--- config.mk ---
export PLATFORM = sky130hd
export DESIGN_NAME = ball_physics
export DESIGN_NICKNAME = d
export VERILOG_FILES = /design/src/rtl/ball_physics.sv
export SDC_FILE = /design/constraint.sdc
export NUM_CORES = 1
export LEC_CHECK = 0
export ABC_AREA = 1
export BUFFER_PORTS_ARGS = -buffer_cell sky130_fd_sc_hd__buf_2
export CORE_ASPECT_RATIO = 1.5
export CORE_MARGIN = 2
export CORE_UTILIZATION = 50
export DETAILED_ROUTE_END_ITERATION = 12
export PLACE_DENSITY = 0.73
export REMOVE_ABC_BUFFERS = 1
export SETUP_SLACK_MARGIN = 0.5
export SLEW_MARGIN = 10
export SYNTH_ARGS = -nofsm -noshare
export SYNTH_HDL_FRONTEND = slang
export SYNTH_SLANG_ARGS = --single-unit
--- constraint.sdc ---
create_clock -name CLK100MHZ -period 5.9 [get_ports CLK100MHZ]
set_clock_uncertainty 0.2 [all_clocks]
set_input_delay 0.295 -clock CLK100MHZ [delete_from_list [all_inputs] [get_ports CLK100MHZ]]
set_output_delay 0.295 -clock CLK100MHZ [all_outputs]
set_load 0.01 [all_outputs]
--- src/rtl/ball_physics.sv ---
// ball_physics: frame-rate ball integrator (gravity, floor bounce, hoop detection) feeding pixel_Gen.
// Build option WALL_BOUNCE_EN: side walls reflect the ball instead of ending the shot.
module ball_physics #(
   parameter int FRAC_BITS    = 4,
   parameter int GRAVITY      = 6,
   parameter int START_X      = 80,
   parameter int START_Y      = 400,
   parameter int FLOOR_Y      = 460,
   parameter int BALL_R       = 8,
   parameter int X_MAX        = 639,
   parameter int HOOP_X0      = 520,
   parameter int HOOP_X1      = 560,
   parameter int HOOP_Y       = 200,
   parameter int MAX_BOUNCE   = 3,
   parameter int SCORE_FRAMES = 60,
   parameter int V_ACTIVE     = 480
) (
   input  logic        CLK100MHZ,
   input  logic        reset,
   input  logic        p_tick,
   input  logic [9:0]  pixel_x,
   input  logic [9:0]  pixel_y,
   input  logic        launch,
   input  logic [11:0] vx0,
   input  logic [11:0] vy0,
   output logic [9:0]  ball_x,
   output logic [9:0]  ball_y,
   output logic        in_flight,
   output logic        score_pulse,
   output logic [1:0]  bounce_cnt,
   output logic [1:0]  state
);

   typedef enum logic [1:0] {
      S_IDLE   = 2'd0,
      S_FLIGHT = 2'd1,
      S_SCORED = 2'd2,
      S_REST   = 2'd3
   } state_t;

   localparam int CNT_W = $clog2(SCORE_FRAMES + 1);

   localparam logic [13:0]        L_START_X    = 14'(START_X << FRAC_BITS);
   localparam logic [13:0]        L_START_Y    = 14'(START_Y << FRAC_BITS);
   localparam logic signed [15:0] L_GRAV       = 16'(GRAVITY);
   localparam logic signed [15:0] L_FLOOR      = 16'((FLOOR_Y - BALL_R) << FRAC_BITS);
   localparam logic signed [15:0] L_HOOP_Y     = 16'(HOOP_Y << FRAC_BITS);
   localparam logic signed [15:0] L_HOOP_X0    = 16'(HOOP_X0 << FRAC_BITS);
   localparam logic signed [15:0] L_HOOP_X1    = 16'(((HOOP_X1 + 1) << FRAC_BITS) - 1);
   localparam logic signed [15:0] L_X_LO       = 16'(BALL_R << FRAC_BITS);
   localparam logic signed [15:0] L_X_HI       = 16'((X_MAX - BALL_R) << FRAC_BITS);
   localparam logic signed [15:0] L_ONE        = 16'(1 << FRAC_BITS);
   localparam logic [1:0]         L_MAX_B      = 2'(MAX_BOUNCE);
   localparam logic [CNT_W-1:0]   L_SCORE_LAST = CNT_W'(SCORE_FRAMES - 1);

   state_t                r_state;
   logic [13:0]           r_x;
   logic [13:0]           r_y;
   logic signed [11:0]    r_vx;
   logic signed [11:0]    r_vy;
   logic [1:0]            r_bounce;
   logic [CNT_W-1:0]      r_cnt;
   logic                  r_score;
   logic                  r_in_flight;
   logic                  r_launch_d;

   state_t                w_state_n;
   logic [13:0]           w_x_nx;
   logic [13:0]           w_y_nx;
   logic signed [11:0]    w_vx_nx;
   logic signed [11:0]    w_vy_nx;
   logic [1:0]            w_bounce_nx;
   logic [CNT_W-1:0]      w_cnt_nx;
   logic                  w_score_nx;

   logic                  w_frame_tick;
   logic                  w_launch_rise;
   logic signed [15:0]    w_y_ext;
   logic signed [15:0]    w_vy_int;
   logic signed [15:0]    w_y_int;
   logic signed [15:0]    w_x_int;
   logic signed [15:0]    w_vy_half;
   logic signed [15:0]    w_vy_bnc;
   logic [1:0]            w_bounce_inc;
   logic                  w_hoop;
   logic                  w_floor;

   assign w_frame_tick  = p_tick && (pixel_x == 10'd0) && (pixel_y == 10'(V_ACTIVE));
   assign w_launch_rise = launch && !r_launch_d;

   // Semi-implicit step: velocity first, then position with the new velocity.
   assign w_y_ext      = $signed({2'b00, r_y});
   assign w_vy_int     = $signed({{4{r_vy[11]}}, r_vy}) + L_GRAV;
   assign w_y_int      = w_y_ext + w_vy_int;
   assign w_x_int      = $signed({2'b00, r_x}) + $signed({{4{r_vx[11]}}, r_vx});
   assign w_vy_half    = w_vy_int >>> 1;
   assign w_vy_bnc     = 16'sd0 - w_vy_half;
   assign w_bounce_inc = r_bounce + 2'd1;

   assign w_hoop  = (w_y_ext < L_HOOP_Y) && (w_y_int >= L_HOOP_Y) && (w_vy_int > 16'sd0) &&
                    (w_x_int >= L_HOOP_X0) && (w_x_int <= L_HOOP_X1);
   assign w_floor = (w_y_int >= L_FLOOR) && (w_vy_int > 16'sd0);

   // Next-state and datapath update for one frame of ball motion.
   always_comb begin
      w_state_n   = r_state;
      w_x_nx      = r_x;
      w_y_nx      = r_y;
      w_vx_nx     = r_vx;
      w_vy_nx     = r_vy;
      w_bounce_nx = r_bounce;
      w_cnt_nx    = r_cnt;
      w_score_nx  = 1'b0;
      case (r_state)
         S_IDLE: begin
            w_x_nx = L_START_X;
            w_y_nx = L_START_Y;
            if (w_launch_rise) begin
               w_vx_nx     = $signed(vx0);
               w_vy_nx     = $signed(vy0);
               w_bounce_nx = 2'd0;
               w_state_n   = S_FLIGHT;
            end else begin
               w_vx_nx = 12'sd0;
               w_vy_nx = 12'sd0;
            end
         end
         S_FLIGHT: begin
            if (w_frame_tick && w_hoop) begin
               w_x_nx     = w_x_int[13:0];
               w_y_nx     = w_y_int[13:0];
               w_vx_nx    = 12'sd0;
               w_vy_nx    = 12'sd0;
               w_cnt_nx   = '0;
               w_score_nx = 1'b1;
               w_state_n  = S_SCORED;
            end else if (w_frame_tick) begin
               if (w_floor) begin
                  w_y_nx      = L_FLOOR[13:0];
                  w_vy_nx     = w_vy_bnc[11:0];
                  w_bounce_nx = w_bounce_inc;
                  if ((w_bounce_inc == L_MAX_B) || (w_vy_half < L_ONE)) begin
                     w_vx_nx   = 12'sd0;
                     w_vy_nx   = 12'sd0;
                     w_state_n = S_REST;
                  end else begin
                     w_state_n = S_FLIGHT;
                  end
               end else if (w_y_int < 16'sd0) begin
                  w_y_nx  = 14'd0;
                  w_vy_nx = 12'sd0;
               end else begin
                  w_y_nx  = w_y_int[13:0];
                  w_vy_nx = w_vy_int[11:0];
               end
               if ((w_x_int < L_X_LO) || (w_x_int > L_X_HI)) begin
                  w_x_nx = (w_x_int < L_X_LO) ? L_X_LO[13:0] : L_X_HI[13:0];
`ifdef WALL_BOUNCE_EN
                  w_vx_nx = 12'sd0 - r_vx;
`else
                  w_vx_nx   = 12'sd0;
                  w_vy_nx   = 12'sd0;
                  w_state_n = S_REST;
`endif
               end else begin
                  w_x_nx = w_x_int[13:0];
               end
            end else begin
               w_state_n = S_FLIGHT;
            end
         end
         S_SCORED: begin
            if (w_frame_tick && (r_cnt == L_SCORE_LAST)) begin
               w_x_nx    = L_START_X;
               w_y_nx    = L_START_Y;
               w_cnt_nx  = '0;
               w_state_n = S_IDLE;
            end else if (w_frame_tick) begin
               w_cnt_nx = r_cnt + CNT_W'(1);
            end else begin
               w_cnt_nx = r_cnt;
            end
         end
         S_REST: begin
            if (w_launch_rise) begin
               w_x_nx    = L_START_X;
               w_y_nx    = L_START_Y;
               w_vx_nx   = 12'sd0;
               w_vy_nx   = 12'sd0;
               w_state_n = S_IDLE;
            end else begin
               w_state_n = S_REST;
            end
         end
         default: begin
            w_x_nx    = L_START_X;
            w_y_nx    = L_START_Y;
            w_state_n = S_IDLE;
         end
      endcase
   end

   // State, kinematic and output registers.
   always_ff @(posedge CLK100MHZ or negedge reset) begin
      if (!reset) begin
         r_state     <= S_IDLE;
         r_x         <= L_START_X;
         r_y         <= L_START_Y;
         r_vx        <= 12'sd0;
         r_vy        <= 12'sd0;
         r_bounce    <= 2'd0;
         r_cnt       <= '0;
         r_score     <= 1'b0;
         r_in_flight <= 1'b0;
         r_launch_d  <= 1'b0;
      end else begin
         r_state     <= w_state_n;
         r_x         <= w_x_nx;
         r_y         <= w_y_nx;
         r_vx        <= w_vx_nx;
         r_vy        <= w_vy_nx;
         r_bounce    <= w_bounce_nx;
         r_cnt       <= w_cnt_nx;
         r_score     <= w_score_nx;
         r_in_flight <= (w_state_n == S_FLIGHT);
         r_launch_d  <= launch;
      end
   end

   assign ball_x      = r_x[FRAC_BITS +: 10];
   assign ball_y      = r_y[FRAC_BITS +: 10];
   assign in_flight   = r_in_flight;
   assign score_pulse = r_score;
   assign bounce_cnt  = r_bounce;
   assign state       = r_state;

endmodule
==> results.toml <==
[outcome]
status = "completed"

[critical_path]
cp.arrival_ps = 4710
cp_common_cell = "nand2_1"
cp_slowest_cell = "dfrtp_1"
crit_type = "register to register"
endpoint_kind = "register"
cp_max_fo = 17
critPathMaxStageDelay_ps = 490
path_cells = "inv_1 -> ha_1 -> nor2_1 -> nand2_1 -> xor2_1 -> inv_1 -> ha_1 -> nand2_1 -> nor2_1 -> nand3_1 -> nand4_1 -> nand2_1 -> nor2_1 -> nand3_1 -> nand2_1 -> nand3_1 -> nand2_1 -> nor2_1 -> o21ai_0 -> a21oi_1"
cp_data_required_time_ps = 5930
critPathLaunchType = "register"

[clock_network]
cts_buffer_depth = 2
htreeDepth = 3
clkTransAtPathRegs_ps = 60
clkLatencyLatePin_ps = 350
cts_buffers = 9
cts.sink_count = 65
cts_tree = "done"
cts-root-buf = "clkbuf_16"

[yosys]
yosysTopAreaCellShare = 0.236
ys_warn_count = 0
syn_area_um2 = 6370
yosys_register_bits = 65
syn-instance-count = 1017
ys_seq_area_frac = 0.256
synth_area_per_cell_um2 = 6.26
synth_cell_types = 45
synth_top_area_cell = "dfrtp_1"
synth_area_leaders = "dfrtp_1, nand2_1, inv_1, ha_1, nand3_1"

[sta]
tns_ps = 0
maxClockFrequency_mhz = 214
hold_viol = 0
maxSlewHeadroom = 0.420
setup_violations = 0
final.min_clock_period_ps = 4680
slew_viol_final = 0
rsz0062_at_grt = "false"
fin_crit_sh = 0.794
worst_pin_slew_ps = 868

[drt]
routedWlPerCell_um = 15.0
drc = 0
met2_length_um = 9940
first_pass_iters = 5
drt_iter0_markers = 305
wl_met1_um = 6960
met3WireLength_um = 611
wl_um = 18400
highest_layer = "met4"
vias = 6666
ant_nets = 0
viasPerCell = 5.42

[global_routing]
grt_usage = 0.284
antenna_found_initial = 0
grt_start_max_net_pins = 66
grt_pass1_wl_um = 29900
grt-ovfl-total = 0
grt_pass1_vias = 6428

[finish]
nNetsFinal = 1160
instances_no_fill = 1231
finish.instance_area_um2 = 7070
final_common_cell = "nand2_1"
drive_gt1_frac = 0.114
mostFrequentLayoutCells = "nand2_1, inv_1, nor2_1"
syn2layout_area_growth_pct = 11.0

[die]
design.core.area_um2 = 12400
rows = 50
die_y_um = 142
die_w_um = 96.2
initial_core_util = 0.512
die-area_um2 = 13700
io_pins = 74

[power]
leakagePower_nw = 3.98
peakVddDrop_mv = 0.113
finalPower_mw = 1.20
power.density_nw_per_um2 = 170

[flow_run]
maxCapViolations = 0

[place]
dp_cells = 1212
gp_congestion = 0.937
io_buffers = 73
place_area_um2 = 6730
dp_hpwl_um = 14400

[min_path]
min_path_type = "primary input to register"
-- cell usage after synthesis (all sizes together) --
cell	n
o22ai	2
a21oi	37
a21o	2
a22o	1
clkinv	1
inv	147
nor3b	1
xor2	14
a31oi	4
nand2	343
and3	1
o21bai	4
a32o	3
o31ai	10
and2	4
nand3	80
fa	2
nor4	5
nor3	19
xnor2	9
nand4	23
o21ai	39
clkbuf	11
or2	3
ha	41
dfrtp	60
o21a	1
nor2	105
a311oi	1
dfstp	5
buf	26
nand3b	13
-- power by group --
part / switching [mW] / internal [mW] / leakage (nW) / total, mW
sequential: 0.00586 / 0.451 / 0.841 / 0.457
clock: 0.220 / 0.381 / 0.159 / 0.600
combinational: 0.0928 / 0.0489 / 2.98 / 0.142
-- critical path, delay by kind of cell, from the launching register on --
kind                       cells  cell delay, ps
xor gates and xnor gates       1             290
and+or+nand+nor               13            2270
adders and majority gates      2             680
buffers and inverters          2             320
DFF                            1             490
AOI/OAI and AO/OA              2             300
-- stage by stage --
step,utilization,setup slack (ps),hold WS (ps)
floorplan,-,2190,-201
global placement,0.540,1340,222
detailed placement,0.540,1280,227
CTS,0.568,1260,45.1
global route,0.568,677,78.0
finish,0.568,1220,41.1
-- flip-flops by register name, summed over array words and instances, names as in the netlist --
register / flops
bounce_cnt: 2
in_flight: 1
r_cnt: 6
r_launch_d: 1
r_vx: 12
r_vy: 12
r_x: 14
r_y: 14
score_pulse: 1
state: 2
-- kinds of logic after synthesis --
kind of cell | share of synthesized area
AO/OA/AOI/OAI | 0.0931
AND/OR/NAND/NOR | 0.407
buffers and inverters | 0.124
XOR/XNOR | 0.0328
adder cells (fa/ha/maj) | 0.0868
flip-flops | 0.256
-- final cells by class --
cell class / instances / area [um2]
fill: 1294 / 5380
multi-input combinational: 767 / 3950
sequential: 65 / 1630
inverter: 148 / 558
timing repair buffer: 78 / 408
clock buffer: 11 / 243
tap: 156 / 195
clock inverter: 5 / 78.8
antenna: 1 / 2.50
-- repair_timing --
action | CTS | global route
hold buffers | 2 | 0
buffers inserted | 0 | 0
gates resized for setup | 0 | 0
endpoints found under the hold margin | 44 | 0
-- worst paths after layout --
kind                            slack, ps                  from                   end  cells after the start
worst max register to register       1220   r_vy[1]$_DFFE_PN0P_   r_vy[2]$_DFFE_PN0P_                     20
worst min-delay path                   40               vy0[10]  r_vy[10]$_DFFE_PN0P_                      3
worst min register to register        280  r_vx[10]$_DFFE_PN0P_  r_vx[10]$_DFFE_PN0P_                      2
worst max-delay path                 1220   r_vy[1]$_DFFE_PN0P_   r_vy[2]$_DFFE_PN0P_                     20
min in group asynchronous             480                 reset  r_launch_d$_DFF_PN0_                      3
max in group asynchronous            4470                 reset    r_x[5]$_DFFE_PN0P_                      3
-- layer usage --
metal / up-vias / track usage
met4: 0 / 0.159
met2: 169 / 0.520
met1: 3092 / 0.305
li1: 3340 / -
met5: - / 0
met3: 65 / 0.0339
Note: power is estimated with default switching activity, not from simulation.
